**src/rtl/hsl_blob_tracker_pkg.sv**
```systemverilog
// Shared widths, defaults, FSM encoding and small helpers for the HSL blob tracker.
package hsl_blob_tracker_pkg;
    localparam int H_RES_DEF = 640;
    localparam int V_RES_DEF = 480;
    localparam int CNT_W     = 19;
    localparam int SUM_W     = 28;
    localparam int X_W       = 10;
    localparam int Y_W       = 9;
    localparam int FX_W      = 18;
    localparam int HUE_W     = 9;

    typedef enum logic [1:0] {ST_IDLE, ST_ACCUM, ST_DIVIDE, ST_HOLD} state_t;

    // 360 degrees is the same hue as 0; a window with lo > hi wraps through 0.
    function automatic logic hue_in(input logic [HUE_W-1:0] h, input logic [HUE_W-1:0] lo,
                                    input logic [HUE_W-1:0] hi);
        logic [HUE_W-1:0] hn;
        hn = (h == HUE_W'(360)) ? '0 : h;
        if (lo <= hi) return (hn >= lo) && (hn <= hi);
        return (hn >= lo) || (hn <= hi);
    endfunction

    function automatic logic [X_W-1:0] clip_x(input logic [SUM_W-1:0] q);
        return (|q[SUM_W-1:X_W]) ? '1 : q[X_W-1:0];
    endfunction

    function automatic logic [Y_W-1:0] clip_y(input logic [SUM_W-1:0] q);
        return (|q[SUM_W-1:Y_W]) ? '1 : q[Y_W-1:0];
    endfunction
endpackage

```
**src/rtl/hsl_blob_tracker_if.sv**
```systemverilog
// Pixel stream, thresholds, mask and frame-result bus of the blob tracker.
interface hsl_blob_tracker_if;
    import hsl_blob_tracker_pkg::*;
    logic             pix_valid, sof, eof;
    logic [X_W-1:0]   pix_x;
    logic [Y_W-1:0]   pix_y;
    logic [HUE_W-1:0] hue, hue_lo, hue_hi;
    logic [FX_W-1:0]  sat, lum, sat_min, lum_min, lum_max;
    logic             mask, mask_valid;
    logic             res_valid, res_ready, res_empty, overrun, frame_err;
    logic [CNT_W-1:0] res_count;
    logic [X_W-1:0]   res_cx, res_xmin, res_xmax;
    logic [Y_W-1:0]   res_cy, res_ymin, res_ymax;

    modport master (
        output pix_valid, sof, eof, pix_x, pix_y, hue, sat, lum,
               hue_lo, hue_hi, sat_min, lum_min, lum_max, res_ready,
        input  mask, mask_valid, res_valid, res_count, res_cx, res_cy,
               res_xmin, res_xmax, res_ymin, res_ymax, res_empty, overrun, frame_err
    );
    modport slave (
        input  pix_valid, sof, eof, pix_x, pix_y, hue, sat, lum,
               hue_lo, hue_hi, sat_min, lum_min, lum_max, res_ready,
        output mask, mask_valid, res_valid, res_count, res_cx, res_cy,
               res_xmin, res_xmax, res_ymin, res_ymax, res_empty, overrun, frame_err
    );
endinterface

```
**src/rtl/hsl_blob_tracker_serial_divider.sv**
```systemverilog
// Restoring serial divider: one quotient bit per cycle, DW cycles after start, done pulses once.
module serial_divider #(
    parameter int DW = 28,
    parameter int VW = 19
) (
    input  logic          clk,
    input  logic          reset_n,
    input  logic          start,
    input  logic [DW-1:0] dividend,
    input  logic [VW-1:0] divisor,
    output logic          done,
    output logic [DW-1:0] quotient
);
    localparam int CW = $clog2(DW);

    logic [VW-1:0] rem;
    logic [DW-1:0] q;
    logic [CW-1:0] cnt;
    logic          busy;
    logic [VW:0]   trial;

    // q shifts dividend bits out of the top and quotient bits in at the bottom
    assign trial    = {rem, q[DW-1]};
    assign quotient = q;

    always_ff @(posedge clk or negedge reset_n) begin
        if (!reset_n) begin
            rem  <= '0;
            q    <= '0;
            cnt  <= '0;
            busy <= 1'b0;
            done <= 1'b0;
        end else begin
            done <= 1'b0;
            if (start) begin
                q    <= dividend;
                rem  <= '0;
                cnt  <= '0;
                busy <= 1'b1;
            end else if (busy) begin
                if (trial >= {1'b0, divisor}) begin
                    rem <= VW'(trial - {1'b0, divisor});
                    q   <= {q[DW-2:0], 1'b1};
                end else begin
                    rem <= trial[VW-1:0];
                    q   <= {q[DW-2:0], 1'b0};
                end
                cnt <= cnt + 1'b1;
                if (cnt == CW'(DW-1)) begin
                    busy <= 1'b0;
                    done <= 1'b1;
                end
            end
        end
    end
endmodule

```
**src/rtl/hsl_blob_tracker.sv**
```systemverilog
// Per-frame HSL window match: pixel mask, match count, centroid and bounding box.
module hsl_blob_tracker
    import hsl_blob_tracker_pkg::*;
#(
    parameter int H_RES = H_RES_DEF,
    parameter int V_RES = V_RES_DEF
) (
    input  logic              clk,
    input  logic              reset_n,
    hsl_blob_tracker_if.slave bus
);
    state_t st, nxt;
    logic [HUE_W-1:0] t_hlo, t_hhi, e_hlo, e_hhi;
    logic [FX_W-1:0]  t_smin, t_lmin, t_lmax, e_smin, e_lmin, e_lmax;
    logic             sof_v, match, hit;
    logic             acc_clr, acc_en, set_ovr, set_ferr, div_start, ld_res, ld_empty, div_run;
    logic [CNT_W-1:0] count, r_count;
    logic [SUM_W-1:0] sum_x, sum_y, qx, qy;
    logic [X_W-1:0]   xmin, xmax, r_cx, r_xmin, r_xmax;
    logic [Y_W-1:0]   ymin, ymax, r_cy, r_ymin, r_ymax;
    logic             done_x, done_y, mask_q, mvld_q, empty_q, ovr_q, ferr_q;

    assign sof_v = bus.pix_valid && bus.sof;

    // The sof pixel is judged by the port thresholds; the rest of the frame by the captured copy.
    assign e_hlo  = sof_v ? bus.hue_lo  : t_hlo;
    assign e_hhi  = sof_v ? bus.hue_hi  : t_hhi;
    assign e_smin = sof_v ? bus.sat_min : t_smin;
    assign e_lmin = sof_v ? bus.lum_min : t_lmin;
    assign e_lmax = sof_v ? bus.lum_max : t_lmax;

    assign match = hue_in(bus.hue, e_hlo, e_hhi) && (bus.sat >= e_smin) &&
                   (bus.lum >= e_lmin) && (bus.lum <= e_lmax);
    assign hit   = match && (32'(bus.pix_x) < H_RES) && (32'(bus.pix_y) < V_RES);

    always_ff @(posedge clk or negedge reset_n) begin
        if (!reset_n) begin
            st <= ST_IDLE;
            {t_hlo, t_hhi, t_smin, t_lmin, t_lmax} <= '0;
            {mask_q, mvld_q, ovr_q, ferr_q, div_run} <= '0;
        end else begin
            st     <= nxt;
            mask_q <= bus.pix_valid && match;
            mvld_q <= bus.pix_valid;
            ovr_q  <= ovr_q | set_ovr;
            ferr_q <= ferr_q | set_ferr;
            if (sof_v) {t_hlo, t_hhi, t_smin, t_lmin, t_lmax} <= {e_hlo, e_hhi, e_smin, e_lmin, e_lmax};
            if (nxt != ST_DIVIDE) div_run <= 1'b0;
            else if (div_start)   div_run <= 1'b1;
        end
    end

    always_comb begin
        nxt = st; acc_clr = 1'b0; acc_en = 1'b0; set_ovr = 1'b0; set_ferr = 1'b0;
        div_start = 1'b0; ld_res = 1'b0; ld_empty = 1'b0;
        unique case (st)
            ST_IDLE: if (sof_v) begin
                acc_clr = 1'b1; acc_en = 1'b1;
                nxt = bus.eof ? ST_DIVIDE : ST_ACCUM;
            end
            ST_ACCUM: if (bus.pix_valid) begin
                acc_en = 1'b1;
                if (bus.sof) begin acc_clr = 1'b1; set_ferr = 1'b1; end
                if (bus.eof) nxt = ST_DIVIDE;
            end
            ST_DIVIDE: begin
                set_ovr = sof_v;
                if (!div_run) begin
                    if (count == '0) begin ld_empty = 1'b1; nxt = ST_HOLD; end
                    else div_start = 1'b1;
                end else if (done_x && done_y) begin
                    ld_res = 1'b1; nxt = ST_HOLD;
                end
            end
            ST_HOLD: if (bus.res_ready) begin
                nxt = ST_IDLE;
                if (sof_v) begin
                    acc_clr = 1'b1; acc_en = 1'b1;
                    nxt = bus.eof ? ST_DIVIDE : ST_ACCUM;
                end
            end else set_ovr = sof_v;
            default: nxt = ST_IDLE;
        endcase
    end

    // acc_clr with a hit restarts the frame from this pixel rather than from zero
    always_ff @(posedge clk or negedge reset_n) begin
        if (!reset_n) begin
            {count, sum_x, sum_y, xmax, ymax} <= '0;
            xmin <= '1; ymin <= '1;
        end else if (acc_en && hit) begin
            count <= (acc_clr ? '0 : count) + 1'b1;
            sum_x <= (acc_clr ? '0 : sum_x) + SUM_W'(bus.pix_x);
            sum_y <= (acc_clr ? '0 : sum_y) + SUM_W'(bus.pix_y);
            xmin  <= (acc_clr || bus.pix_x < xmin) ? bus.pix_x : xmin;
            xmax  <= (acc_clr || bus.pix_x > xmax) ? bus.pix_x : xmax;
            ymin  <= (acc_clr || bus.pix_y < ymin) ? bus.pix_y : ymin;
            ymax  <= (acc_clr || bus.pix_y > ymax) ? bus.pix_y : ymax;
        end else if (acc_clr) begin
            {count, sum_x, sum_y, xmax, ymax} <= '0;
            xmin <= '1; ymin <= '1;
        end
    end

    always_ff @(posedge clk or negedge reset_n) begin
        if (!reset_n) begin
            {r_count, r_cx, r_cy, r_xmin, r_xmax, r_ymin, r_ymax, empty_q} <= '0;
        end else if (ld_res) begin
            {r_count, r_cx, r_cy} <= {count, clip_x(qx), clip_y(qy)};
            {r_xmin, r_xmax, r_ymin, r_ymax, empty_q} <= {xmin, xmax, ymin, ymax, 1'b0};
        end else if (ld_empty) begin
            {r_count, r_cx, r_cy, r_xmin, r_xmax, r_ymin, r_ymax} <= '0;
            empty_q <= 1'b1;
        end
    end

    serial_divider #(.DW(SUM_W), .VW(CNT_W)) u_div_x (
        .clk(clk), .reset_n(reset_n), .start(div_start), .dividend(sum_x),
        .divisor(count), .done(done_x), .quotient(qx)
    );
    serial_divider #(.DW(SUM_W), .VW(CNT_W)) u_div_y (
        .clk(clk), .reset_n(reset_n), .start(div_start), .dividend(sum_y),
        .divisor(count), .done(done_y), .quotient(qy)
    );

    assign bus.mask       = mask_q;
    assign bus.mask_valid = mvld_q;
    assign bus.res_valid  = (st == ST_HOLD);
    assign bus.res_count  = r_count;
    assign bus.res_cx     = r_cx;
    assign bus.res_cy     = r_cy;
    assign bus.res_xmin   = r_xmin;
    assign bus.res_xmax   = r_xmax;
    assign bus.res_ymin   = r_ymin;
    assign bus.res_ymax   = r_ymax;
    assign bus.res_empty  = empty_q;
    assign bus.overrun    = ovr_q;
    assign bus.frame_err  = ferr_q;
endmodule
```
**src/flat_wrapper.sv**
```systemverilog
// flat-port wrapper written by rule: the top's interface ports become plain ports
module hsl_blob_tracker_flat import hsl_blob_tracker_pkg::*;
#(
    parameter int H_RES = H_RES_DEF,
    parameter int V_RES = V_RES_DEF
)
  (clk, reset_n, bus_pix_valid, bus_sof, bus_eof, bus_pix_x, bus_pix_y, bus_hue, bus_sat, bus_lum, bus_hue_lo, bus_hue_hi, bus_sat_min, bus_lum_min, bus_lum_max, bus_res_ready, bus_mask, bus_mask_valid, bus_res_valid, bus_res_count, bus_res_cx, bus_res_cy, bus_res_xmin, bus_res_xmax, bus_res_ymin, bus_res_ymax, bus_res_empty, bus_overrun, bus_frame_err);
  hsl_blob_tracker_if bus_i ();
  input  logic clk;
  input  logic reset_n;
  input wire logic [$bits(bus_i.pix_valid)-1:0] bus_pix_valid;
  input wire logic [$bits(bus_i.sof)-1:0] bus_sof;
  input wire logic [$bits(bus_i.eof)-1:0] bus_eof;
  input wire logic [$bits(bus_i.pix_x)-1:0] bus_pix_x;
  input wire logic [$bits(bus_i.pix_y)-1:0] bus_pix_y;
  input wire logic [$bits(bus_i.hue)-1:0] bus_hue;
  input wire logic [$bits(bus_i.sat)-1:0] bus_sat;
  input wire logic [$bits(bus_i.lum)-1:0] bus_lum;
  input wire logic [$bits(bus_i.hue_lo)-1:0] bus_hue_lo;
  input wire logic [$bits(bus_i.hue_hi)-1:0] bus_hue_hi;
  input wire logic [$bits(bus_i.sat_min)-1:0] bus_sat_min;
  input wire logic [$bits(bus_i.lum_min)-1:0] bus_lum_min;
  input wire logic [$bits(bus_i.lum_max)-1:0] bus_lum_max;
  input wire logic [$bits(bus_i.res_ready)-1:0] bus_res_ready;
  output wire logic [$bits(bus_i.mask)-1:0] bus_mask;
  output wire logic [$bits(bus_i.mask_valid)-1:0] bus_mask_valid;
  output wire logic [$bits(bus_i.res_valid)-1:0] bus_res_valid;
  output wire logic [$bits(bus_i.res_count)-1:0] bus_res_count;
  output wire logic [$bits(bus_i.res_cx)-1:0] bus_res_cx;
  output wire logic [$bits(bus_i.res_cy)-1:0] bus_res_cy;
  output wire logic [$bits(bus_i.res_xmin)-1:0] bus_res_xmin;
  output wire logic [$bits(bus_i.res_xmax)-1:0] bus_res_xmax;
  output wire logic [$bits(bus_i.res_ymin)-1:0] bus_res_ymin;
  output wire logic [$bits(bus_i.res_ymax)-1:0] bus_res_ymax;
  output wire logic [$bits(bus_i.res_empty)-1:0] bus_res_empty;
  output wire logic [$bits(bus_i.overrun)-1:0] bus_overrun;
  output wire logic [$bits(bus_i.frame_err)-1:0] bus_frame_err;
  assign bus_i.pix_valid = bus_pix_valid;
  assign bus_i.sof = bus_sof;
  assign bus_i.eof = bus_eof;
  assign bus_i.pix_x = bus_pix_x;
  assign bus_i.pix_y = bus_pix_y;
  assign bus_i.hue = bus_hue;
  assign bus_i.sat = bus_sat;
  assign bus_i.lum = bus_lum;
  assign bus_i.hue_lo = bus_hue_lo;
  assign bus_i.hue_hi = bus_hue_hi;
  assign bus_i.sat_min = bus_sat_min;
  assign bus_i.lum_min = bus_lum_min;
  assign bus_i.lum_max = bus_lum_max;
  assign bus_i.res_ready = bus_res_ready;
  assign bus_mask = bus_i.mask;
  assign bus_mask_valid = bus_i.mask_valid;
  assign bus_res_valid = bus_i.res_valid;
  assign bus_res_count = bus_i.res_count;
  assign bus_res_cx = bus_i.res_cx;
  assign bus_res_cy = bus_i.res_cy;
  assign bus_res_xmin = bus_i.res_xmin;
  assign bus_res_xmax = bus_i.res_xmax;
  assign bus_res_ymin = bus_i.res_ymin;
  assign bus_res_ymax = bus_i.res_ymax;
  assign bus_res_empty = bus_i.res_empty;
  assign bus_overrun = bus_i.overrun;
  assign bus_frame_err = bus_i.frame_err;
  hsl_blob_tracker #(.H_RES(H_RES), .V_RES(V_RES)) u_core (.clk(clk), .reset_n(reset_n), .bus(bus_i));
endmodule
```
**config.mk**
```make
export PLATFORM = sky130hd
export DESIGN_NAME = hsl_blob_tracker_flat
export DESIGN_NICKNAME = d
export VERILOG_FILES = /design/src/rtl/hsl_blob_tracker_pkg.sv /design/src/rtl/hsl_blob_tracker_if.sv /design/src/rtl/hsl_blob_tracker_serial_divider.sv /design/src/rtl/hsl_blob_tracker.sv /design/src/flat_wrapper.sv
export SDC_FILE = /design/constraint.sdc
export NUM_CORES = 1
export LEC_CHECK = 0
export CAP_MARGIN = 40
export CORE_MARGIN = 2
export CORE_UTILIZATION = 50
export DETAILED_ROUTE_END_ITERATION = 6
export GPL_TIMING_DRIVEN = 0
export PLACE_DENSITY = 0.75
export SLEW_MARGIN = 20
export SYNTH_ARGS = -nofsm -noshare
export SYNTH_HDL_FRONTEND = slang
export SYNTH_SLANG_ARGS = --single-unit
```
**constraint.sdc**
```tcl
create_clock -name clk -period 8.1 [get_ports clk]
set_input_delay 0.81 -clock clk [delete_from_list [all_inputs] [get_ports clk]]
set_output_delay 0.81 -clock clk [all_outputs]
set_load 0.005 [all_outputs]
```
==> results.txt, run 1 <==
- The run finished with clean final reports.
- Pin placement for this block handled 224 I/O pins.
- Met3 Resource Use GR: 0.0546
* Length of the first detailed-routing pass in iterations: 6
* Gate count of the mapped netlist: 2297
- Derived from the worst setup path, the maximum achievable clock frequency is 170 MHz.
- Cell Area, Synth: 21900 µm²
- Summed over all nets, the switching power comes to 2620 µW.
* Post-synth EDFFs: 0
* Most common cell after layout, fill and taps aside: dfrtp_1
- Count of port buffers added during placement: 223
- At the worst endpoint, the required time is 8.61 ns.
- Die ar.: 45400 µm²
- The floorplan has 76 rows.
* Final period utilization: 0.724
- Clock tree root driver cell: clkbuf_16
- Met1 Usage GRT: 0.374
- Across the run, the number of max-cap violations was 0.
* Number of buffers created by CTS: 42
- Area delta synth->final: 21.1%
* Initial core utilization: 0.508
- At the pin with the least slew margin, the transition time is 0.866 ns.
* GRT Residual Overflow: 0
- M2 GR Usage: 0.457
* Number of H-tree levels: 2
* Width of the die: 213 µm
- Once detailed placement completed, the half-perimeter wirelength came to 46.2 mm.
* Drc violations: 0
- Total negative setup slack: 0 ns
- The tree built by TritonCTS fans out to 377 sinks.
- Insertion delay of the later-clocked pin in the worst-skew pair: 0.58 ns
- The smallest clock period supported by the final layout is computed as 5.87 ns.
- After clock tree synthesis, the clock-pin slew on the worst setup and hold paths is 0.06 ns.
* Peak-usage layer in the global routing report: met2
- The worst setup path is launched from a primary input.
* Number of hold-repair buffers added at the cts stage: 0
* Path type of the worst min-delay path: in -> async
* Area after detailed placement: 25000 µm²
- Setup repair after global routing left no endpoint under its margin.
- Pins over their slew limit: 0
- # Post-CTS Setup Buffers: 0
* Die height: 213 µm
* Detailed router's first-iteration violation count: 1398
- After the last flow step, the layout net total stands at 2898.
- Dividing total power by cell area gives a power density of 273 nW/µm².
- Maximum root-to-sink buffer count: 3
- Global-route wire length before repair: 100 mm
- Internal portion of total power: 4620 µW
- In the layout the commonest cells are 358 x dfrtp_1, 291 x nand2_1, 222 x clkdlybuf4s50_1.
- Average routed wire per standard cell: 19.5 µm
- In the synthesized netlist the dominant register cell turns out to be dfrtp_1.
* Setup-failing EPs final: 0
* Total chip power: 7240 µW
- Measured against its own limit, the worst slew margin works out to 0.423.
* Total core area: 43100 µm²
- Max Fanout on Critical Path: 10
* Proportion of power drawn by flip-flops and latches: 0.352
* Post-synthesis sequential area ratio: 0.433
* Switching share of total power: 0.362
- At the end of routability-driven placement, the weighted congestion stood at 0.918.
- IR analysis of the VDD net gives a maximum drop of 0.170 mV.
- Static power due to leakage: 0.0119 µW
* Pin count of the biggest net entering global routing: 96
- Share of cells above drive strength 1: 0.0840
- Category of the critical setup timing path: in -> reg
- Flop and latch count out of synthesis: 377
- TritonCTS clock tree: built
- Routed vias/inst: 5.87
- Synthesized area per cell: 9.52 µm²
- Core occupancy in the finished layout: 0.615
- For this run, the total global-route usage over all layers was measured as 0.280.
- For this block, the routed nets add up to 62.3 mm of wire.
- Arrival time at the worst endpoint: 6.38 ns
- The share of total power dissipated in combinational logic is 0.364.
- Yosys printed 0 warnings.
- The number of different library cells used by synthesis comes to 75.
* Clock power frac: 0.284
- Number of resized instances in the post-cts repair step: 0
- Post-synthesis async set-or-reset flop share: 1.00
- For the final database, setup skew stands at 0.0199 ns.
* Total of fill cells in the finished design: 3559
- The via count of the first global-routing pass came to 18800.
- Post-route design area: 26500 µm²
* Detailed-route via count: 18800
- The count of nets left with antenna violations once routing finished came out at 0.
- Hold violation total from the final report: 0
* Critical Path End Type: register
- The initial antenna violation count was 4.
- The number of nets handed over by synthesis was 2620.
[per-stage QoR]
stage	cells	hold slack (ns)	setup slack (ns)
2_1_floorplan	2297	0.442	3.63
3_3_place_gp	3105	0.457	-10.20
3_5_place_dp	3114	0.458	1.66
4_1_cts	3191	0.158	2.27
5_1_grt	3196	0.174	1.89
6_report	3197	0.148	2.23
[synth_stat cells, drive strengths merged, types with 14 or more instances]
| cell type | count | area (µm²) |
|---|---|---|
| o211ai | 15 | 113 |
| dfstp | 19 | 499 |
| o31ai | 15 | 113 |
| nand4 | 38 | 238 |
| ha | 177 | 2210 |
| inv | 160 | 601 |
| xnor2 | 36 | 315 |
| a22o | 19 | 166 |
| a21o | 45 | 338 |
| mux2 | 90 | 1010 |
| nand3 | 33 | 165 |
| o21ai | 203 | 1030 |
| mux2i | 83 | 831 |
| o22a | 19 | 166 |
| nor2b | 35 | 219 |
| dfrtp | 358 | 8960 |
| a211oi | 19 | 148 |
| nor4 | 27 | 169 |
| or2 | 14 | 87.6 |
| a31oi | 17 | 113 |
| nand2 | 291 | 1090 |
| xor2 | 23 | 201 |
| buf | 20 | 90.1 |
| nor2 | 128 | 480 |
| nor3 | 28 | 145 |
| or4 | 21 | 158 |
| clkbuf | 91 | 343 |
| o21a | 16 | 120 |
| a21oi | 127 | 643 |
[registers in the layout, indices dropped and copies added (netlist names), 9 cells and up]
name and count:
u_core.t_lmax 18, u_core.bus.res_ymin 9, u_core.bus.res_xmin 10, u_core.t_lmin 18, u_core.ymax 9, u_core.xmax 10, u_core.t_hlo 9, u_core.bus.res_count 19
u_core.u_div_x.rem 19, u_core.t_smin 18, u_core.bus.res_ymax 9, u_core.bus.res_xmax 10, u_core.u_div_y.rem 19, u_core.ymin 9, u_core.bus.res_cx 10, u_core.u_div_x.quotient 28
u_core.sum_x 28, u_core.count 19, u_core.sum_y 28, u_core.bus.res_cy 9, u_core.t_hhi 9, u_core.xmin 10, u_core.u_div_y.quotient 28
[power groups by stage]
stage,registers (µW),logic [µW],clock network (µW)
3_3_place_gp,2560,2480,0
3_5_place_dp,2570,2580,0
5_1_grt,2580,2940,2150
4_1_cts,2540,2610,2080
2_1_floorplan,2470,1940,0
6_report,2550,2630,2050
[layer usage]
layer | up-vias | share of wire
met5 | - | 0
met4 | 0 | 0.028
met3 | 118 | 0.073
met2 | 660 | 0.47
met1 | 9236 | 0.43
li1 | 8739 | -
[worst paths after layout]
kind                                     from                     to  slack (ns)  depth (start not counted)
setup / recovery                bus_pix_valid       u_core.sum_y[15]        2.23                         18
hold / removal                        reset_n  u_core.u_div_x.rem[5]        0.15                          1
setup reg to reg                 u_core.st[0]       u_core.sum_x[13]        3.05                         17
hold reg to reg            u_core.bus.overrun     u_core.bus.overrun        0.48                          1
max in group asynchronous             reset_n         u_core.ymin[8]        6.65                          3
min in group clk           u_core.bus.overrun     u_core.bus.overrun        0.48                          1
[cells by family (layout without fill, tap and decap cells)]
group,Yosys count,in the layout,synth area share
compound gates,569,569,0.165
simple gates,667,667,0.142
mux,173,173,0.0844
flops,377,377,0.433
xor+xnor,59,59,0.0236
fa+ha+maj,181,181,0.105
buf+inv,271,582,0.0473
other cells,0,4,0
[critical path: stages]
cell and delay, ns:
clkdlybuf4s50_1 0.57, nand2_1 0.31, clkbuf_1 0.51, clkbuf_1 0.50
mux2_2 0.40, ha_1 0.27, nand2b_1 0.14, a21o_1 0.18
a31oi_1 0.19, nand4b_1 0.17, a31oi_1 0.21, a311o_1 0.27
or3_1 0.14, buf_2 0.22, clkbuf_1 0.46, buf_1 0.69
o211ai_1 0.23, nand2_1 0.10
[final cells by class]
class	instances	area, µm²	share of cell area
Multi-Input combinational cell	1649	11400	0.429
Sequential cell	377	9460	0.357
Timing Repair Buffer	234	2410	0.0909
Clock buffer	62	1250	0.0471
Tap cell	585	732	0.0276
Inverter	160	601	0.0227
Buffer	111	433	0.0163
Clock inverter	15	221	0.00836
Antenna cell	4	10.0	0.000378
(Power assumes the default switching activity.)
==> run 2: changes to the inputs <==
--- a/config.mk
+++ b/config.mk
@@ -10,7 +10,7 @@
 export CORE_UTILIZATION = 50
 export DETAILED_ROUTE_END_ITERATION = 6
 export GPL_TIMING_DRIVEN = 0
-export PLACE_DENSITY = 0.75
+export PLACE_DENSITY = 0.77
 export SLEW_MARGIN = 20
 export SYNTH_ARGS = -nofsm -noshare
 export SYNTH_HDL_FRONTEND = slang
==> constraint.sdc (replaced) <==
create_clock -name clk -period 4.9 [get_ports clk]
set_input_delay 0.49 -clock clk [delete_from_list [all_inputs] [get_ports clk]]
set_output_delay 0.49 -clock clk [all_outputs]
set_load 0.005 [all_outputs]
==> run 2 against run 1 <==
  * Routed wire length up 0.31%
  * Clock-buffer cell count fell by 2
  * Final area is 0.92% higher
  * Sequential share of layout area down 0.33 points
  * First-iteration DRC count decreased by 12%
  * Critical path depth is 2 lower
  * Clock power up 82%
  * Cell count hardly changed
  * Setup slack lost 2.1 ns
  * Sequential power rose by 65%
  * Clock skew grew 0.0043 ns
  * Sequential cell count unchanged
==> results.txt, run 2 (synthesis gave the netlist of run 1 again) <==
- The H-tree was split into 2 levels.
- 0 antenna diodes ended up in the layout.
* Category of the critical setup timing path: reg -> reg
- Total core area: 43100 µm²
- In this run the top signal layer used is met5.
* Worst ir drop on vdd: 0.301 mV
- At the worst endpoint, the arrival time is 5.19 ns.
* Pre-CTS WS: -1.31 ns
- Once layout is complete, the utilization of the core stands at 0.620.
* Maximum root-to-sink buffer count: 3
* Headroom to the max-slew limit: 0.422
- Detailed router's first-iteration violation count: 1233
* Setup-failing EPs final: 0
- Of the total power, the clock network draws 0.304.
- Based on the critical path, the design can be clocked at up to 212 MHz.
- The die is 213 µm wide.
- Transition time at the pin with the least slew margin: 0.866 ns
* Count of port buffers added during placement: 223
- Power spread over the standard cell area amounts to 460 nW/µm².
* Result of the run: finished, final reports clean
* Static power due to leakage: 0.0121 µW
- Slowest library cell on the worst path: clkbuf_1
* Switching share of total power: 0.355
* Number of buffers created by CTS: 43
- The net count of the finished layout is 2898.
- Clock skew on the completed layout was measured at 0.0242 ns.
- During I/O placement, the number of pins put on the boundary was 224.
- Clock tree root driver cell: clkbuf_16
* Die ar.: 45400 µm²
* Final instance count without filler cells: 3195
* Routed vias/inst: 5.89
- Power dissipated by switching net loads: 4360 µW
- Hpwl dp: 45.8 mm
* Cell Chain, Critical Path: clkbuf_1, nand2_1, a21oi_2, clkbuf_2, nor2b_1, ha_1, a21o_1, a21oi_1, o21bai_1, a2111o_1, a31o_1, a21o_1, a21oi_2, clkbuf_1, o311ai_1, o41ai_2
* Clock sink count: 377
* Hold violation total from the final report: 0
- Dividing the final minimum period by the clock period gives 0.964.
- Internal portion of total power: 7930 µW
* Crit path setup slack, layout: 0.176 ns
- The worst setup path is captured at a register.
- Worst hold slack: 0.279 ns
- Die height: 213 µm
- Number of nets with antenna violations after detailed routing: 0
* Share of cells above drive strength 1: 0.0954
- Before antenna repair, the detailed router went through 5 iterations.
- Tot GR Track Use: 0.277
- The detailed router put a total of 26.9 mm of wire on met1.
- Last weighted congestion value of the routability-driven placer: 0.908
* Clock-pin slew on the worst setup and hold paths: 0.06 ns
- Worst Reg-to-Reg Cells: 16
- The number of placed instances, taps included, is 3114.
* Path type of the worst min-delay path: in -> reg
- Fill cells in the final layout number 3521.
* Pin count of the biggest net entering global routing: 88
- Logic gate share of total power: 0.353
- Detailed-route via count: 18800
* Initial core utilization: 0.508
- Standard-cell row count: 76
* Area delta synth->final: 22.2%
- In the routed design, unresolved DRC markers number 0.
* Routed wire length: 62.5 mm
- Most common cell after layout, fill and taps aside: dfrtp_1
* Commonest cells after routing, fill and taps aside: 358 x dfrtp_1, 290 x nand2_1, 221 x clkdlybuf4s50_1
* Internal reg-to-reg setup slack: 0.18 ns
- Of the total power, registers draw 0.343.
* Antenna violations before repair: 2
- GRT Residual Overflow: 0
* Number of max-capacitance violations reported: 0
- TritonCTS built the clock tree.
- Detailed routing placed a total of 28.6 mm of wire on met2.
- The first global-routing pass estimated 99.2 mm of wire.
- Pins over their slew limit: 0
- Insertion delay of the later-clocked pin in the worst-skew pair: 0.59 ns
- Detailed routing placed a total of 4.71 mm of wire on met3.
* Final critical-path required period: 4.72 ns
- Along the worst hold path, the cell count comes to 1.
* Worst setup SP type: register
- The via count of the first global-routing pass was 18900.
- Area after detailed placement: 25000 µm²
- Once layout is done, the placed cells without fillers occupy 26700 µm².
- Average routed wire per standard cell: 19.6 µm
* CP peak stage delay: 0.49 ns
- Buffers added to address setup during post-CTS repair amount to 0.
* Max Fanout on Critical Path: 10
- Endpoint required time on the critical path: 5.37 ns
## run 2: changes by cell type in the layout (fill, tap and decap cells not counted), sizes merged
cell,delta
dlymetal6s2s,+1
clkinvlp,+5
buf,-2
clkbuf,-2
clkdlybuf4s50,-1
clkinv,-3
bufinv,+4
inv,-1
dlygate4sd3,+1
diode,-4
## run 2: through the flow
step	setup TNS (ns)	power [µW]
floorplan	0	7290
global placement	-4918.12	8320
detailed placement	-110.99	8510
CTS	0	12300
global route	-0.0162	13000
finish	0	12300
## run 2: area by class of cell
class	instances	area, µm²	area share
clock buffer	60	1290	0.0484
inverter	160	601	0.0225
tap	585	732	0.0274
buffer	111	454	0.0170
timing repair buffer	233	2400	0.0898
clock inverter	20	355	0.0133
multi-input combinational	1649	11400	0.428
sequential	377	9460	0.354
## run 2: critical path, delay by kind of cell (launching register included)
family | cells | cell delay, ns
AOI/OAI and AO/OA | 10 | 2.53
buffers and inverters | 3 | 1.16
DFF | 1 | 0.32
and+or+nand+nor | 2 | 0.30
adders and majority gates | 1 | 0.29
## run 2: worst paths after layout
path | start | end
max | u_core.st[0] | u_core.sum_x[21]
min | bus_pix_valid | u_core.bus.mask_valid
max reg2reg | u_core.st[0] | u_core.sum_x[21]
min reg2reg | u_core.bus.frame_err | u_core.bus.frame_err
max in group asynchronous | reset_n | u_core.xmin[8]
min in group asynchronous | reset_n | u_core.u_div_x.rem[8]
## run 2: metal layers
metal / global-route usage / vias up
met5: 0 / -
met4: 0.109 / 4
met3: 0.0507 / 157
met2: 0.443 / 739
met1: 0.373 / 9217
li1: - / 8709
## run 2: power groups by stage
stage,Combinational (µW),Sequential (µW),Clock [µW]
CTS,4310,4200,3770
global route,4840,4280,3900
floorplan,3200,4090,0
finish,4340,4210,3740
global placement,4100,4220,0
detailed placement,4270,4240,0
## run 2: repair_timing
action / CTS / global route
hold buffers: 1 / 0
endpoints found under the hold margin: 57 / 0
gates resized for setup: 15 / 16
setup endpoints to repair: 112 / 103
==> run 3: changes to the inputs <==
--- a/config.mk
+++ b/config.mk
@@ -7,10 +7,10 @@
 export LEC_CHECK = 0
 export CAP_MARGIN = 40
 export CORE_MARGIN = 2
-export CORE_UTILIZATION = 50
+export CORE_UTILIZATION = 52
 export DETAILED_ROUTE_END_ITERATION = 6
 export GPL_TIMING_DRIVEN = 0
-export PLACE_DENSITY = 0.77
+export PLACE_DENSITY = 0.8
 export SLEW_MARGIN = 20
 export SYNTH_ARGS = -nofsm -noshare
 export SYNTH_HDL_FRONTEND = slang
==> run 3 against run 2 <==
  * Maximum frequency is 0.78% higher
  * Clock skew is 0.0038 ns lower
  * Critical path type is now in -> reg
  * Final area decreased by 0.88%
  * Highest routed layer is now met4
  * Combinational power grew 0.9%
  * Cell count down 1.4%
  * Clock-buffer cell count unchanged
  * Sequential share of layout area rose by 0.32 points
==> results.txt, run 3 (synthesis gave the netlist of run 1 again) <==
- After detailed routing, the number of vias per cell comes to 5.96.
- Across the run, the number of max-cap violations was 0.
- Number of buffers created by CTS: 42
* Detailed router's first-iteration violation count: 1328
* Cell family with the largest share of critical-path delay: buffers and inverters
* Pin count of the biggest net entering global routing: 96
* Worst hold slack: 0.359 ns
- The die covers 43700 µm².
- Measured along the y axis, the die boundary spans 209 µm.
* Global-route wire length before repair: 100 mm
- The H-tree generated during clock tree synthesis spans 2 levels.
* Most common cell after layout, fill and taps aside: dfrtp_1
* Cell Chain, Critical Path: clkdlybuf4s50_1, nand2_4, clkbuf_4, clkbuf_4, mux2_2, ha_1, nor2b_1, o21ai_1, a21oi_1, a2111oi_1, o21ai_0, a211o_1, or3_1, buf_2, buf_2, nor4_1, mux2i_1
* Setup clock skew after layout: 0.0204 ns
- In this run the tool buffered the top-level ports with 223 buffer cells.
- Worst setup SP type: primary input
- The filler cells instantiated in the layout total 3335.
- Clock-pin slew on the worst setup and hold paths: 0.06 ns
- Category of the critical setup timing path: in -> reg
* Worst Reg-to-Reg Cells: 16
* Vias in the first global route: 19000
- Setup-failing EPs final: 0
- The number of hold-slack violations in the final timing report was 0.
- Summing over every cut layer, the via total after detailed routing is 18800.
- For this block, the routed nets add up to 62.5 mm of wire.
- Static power due to leakage: 0.0120 µW
- Final Net Count: 2897
- CTS saw 377 sinks.
- Transition time at the pin with the least slew margin: 0.833 ns
- Crit path buf inv count: 5
* Max Fanout on Critical Path: 10
* Last weighted congestion value of the routability-driven placer: 0.944
- Commonest cells after routing, fill and taps aside: 358 x dfrtp_1, 290 x nand2_1, 221 x clkdlybuf4s50_1
- Area delta synth->final: 21.2%
- The worst-case IR drop observed on VDD is 0.234 mV.
* Antenna violations before repair: 3
* Arrival time at the worst endpoint: 5.17 ns
* TritonCTS clock tree: built
- Share of cells above drive strength 1: 0.0924
- The critical path ends at u_core.count[8].
- The most critical setup path has its startpoint at bus_sof.
- The worst register-to-register path ends at u_core.sum_x[21].
- The longest clock path from root to sink contains 3 buffers.
* Internal reg-to-reg setup slack: 0.22 ns
* Achievable Freq: 213 MHz
- Width of the die: 209 µm
- Before antenna repair, the detailed router went through 5 iterations.
* Insertion delay of the later-clocked pin in the worst-skew pair: 0.58 ns
- In this run the clock root is driven by a clkbuf_16.
- In the global route stage, overall resource usage came out at 0.287.
- Total core area: 41800 µm²
- Slowest library cell on the worst path: clkdlybuf4s50_1
- Path type of the worst min-delay path: in -> async
- Setup repair after global routing could not meet its margin everywhere.
* Startpoint of the lowest-slack register-to-register path: u_core.st[0]
- Cell area power density: 452 nW/µm²
- The design draws 12000 µW.
* CP peak stage delay: 0.53 ns
- Summing all multi-input logic gate instances after layout gives 11400 µm².
- Number of gates on the worst path with buffers counted: 17
- Final period utilization: 0.956
- IO Count: 224
* Final critical-path required period: 4.69 ns
* Number of nets with antenna violations after detailed routing: 0
- Row generation in the floorplan step produced 75 rows.
* Drc violations: 0
- The number of max-slew violations in the final report is 0.
- GRT Residual Overflow: 0
- Result of the run: finished, final reports clean
* Hpwl dp: 45.9 mm
* Average routed wire per standard cell: 19.8 µm
- For this configuration, the core starts out at a cell density of 0.524.
- Critical Path End Type: register
* Area occupied by registers: 9460 µm²
* Headroom to the max-slew limit: 0.445
- For the worst setup path, the data required time is 5.39 ns.
## run 3: changes by cell type in the layout (fill, tap and decap cells not counted), sizes merged
cell and change:
buf -2, bufinv -5, clkbuf +2, clkinv +2, clkinvlp -1, diode +3, dlygate4sd2 +1, dlymetal6s2s -1
inv +1
## run 3: how the worst min path moves through the flow
stage                          startpoint                    endpoint  cells past startpoint
after floorplan                   reset_n        u_core.bus.frame_err                      0
after global placement    u_core.sum_y[6]  u_core.u_div_y.quotient[6]                      2
after detailed placement          reset_n       u_core.u_div_x.rem[6]                      1
after CTS                         reset_n       u_core.u_div_x.rem[8]                      2
after global routing              reset_n       u_core.u_div_x.rem[8]                      2
final                             reset_n       u_core.u_div_x.rem[8]                      2
## run 3: worst register-to-register path, stage by stage, from the launching register on
cell      delay [ns]
dfrtp_1         0.34
clkbuf_1        0.31
nand2_1         0.15
a21oi_2         0.44
clkbuf_2        0.38
nor2b_1         0.16
ha_1            0.30
a21o_1          0.16
a21oi_1         0.24
o21bai_1        0.11
a2111o_1        0.44
a31o_1          0.25
a21o_1          0.22
a21oi_2         0.34
clkbuf_1        0.45
o311ai_1        0.18
o41ai_1         0.10
## run 3: routing by layer
layer / track usage / routed length [µm] / vias up / part of all wire
met3: 0.0639 / 4990 / 165 / 0.080
met5: 0 / 0 / - / 0
met4: 0.132 / 2680 / 0 / 0.043
met1: 0.379 / 26200 / 9155 / 0.42
li1: - / - / 8710 / -
met2: 0.453 / 28600 / 737 / 0.46
## run 3: what timing repair did
action                                  in CTS  in global routing
hold buffers                                 1                  0
gates resized for setup                     13                 19
endpoints found under the setup margin     113                110
buffers inserted                             0                  0
hold endpoints to repair                    24                  0
## run 3: area by class of cell
cell class                 count  share of cell area
buffer                       111              0.0173
multi-input combinational   1649               0.430
antenna                        3            0.000283
clock buffer                  60              0.0479
sequential                   377               0.357
clock inverter                17             0.00831
tap                          539              0.0255
timing repair buffer         233              0.0905
inverter                     160              0.0227
## run 3: power breakdown
group          internal, µW  total [µW]  switching (µW)
logic                  1870        4380            2510
clock network          2030        3380            1350
registers              3740        4210             470
## run 3: metrics by stage
step                 util  cells  cell area (µm²)  setup slack, ns  TNS (ns)
floorplan               -   2297            21900            0.746         0
global placement    0.593   3059            24800           -13.08  -4953.73
detailed placement  0.597   3068            24900            -1.50   -141.97
CTS                 0.633   3146            26400           0.0565         0
global route        0.634   3148            26500          -0.0233    -0.110
finish              0.634   3149            26500            0.213         0
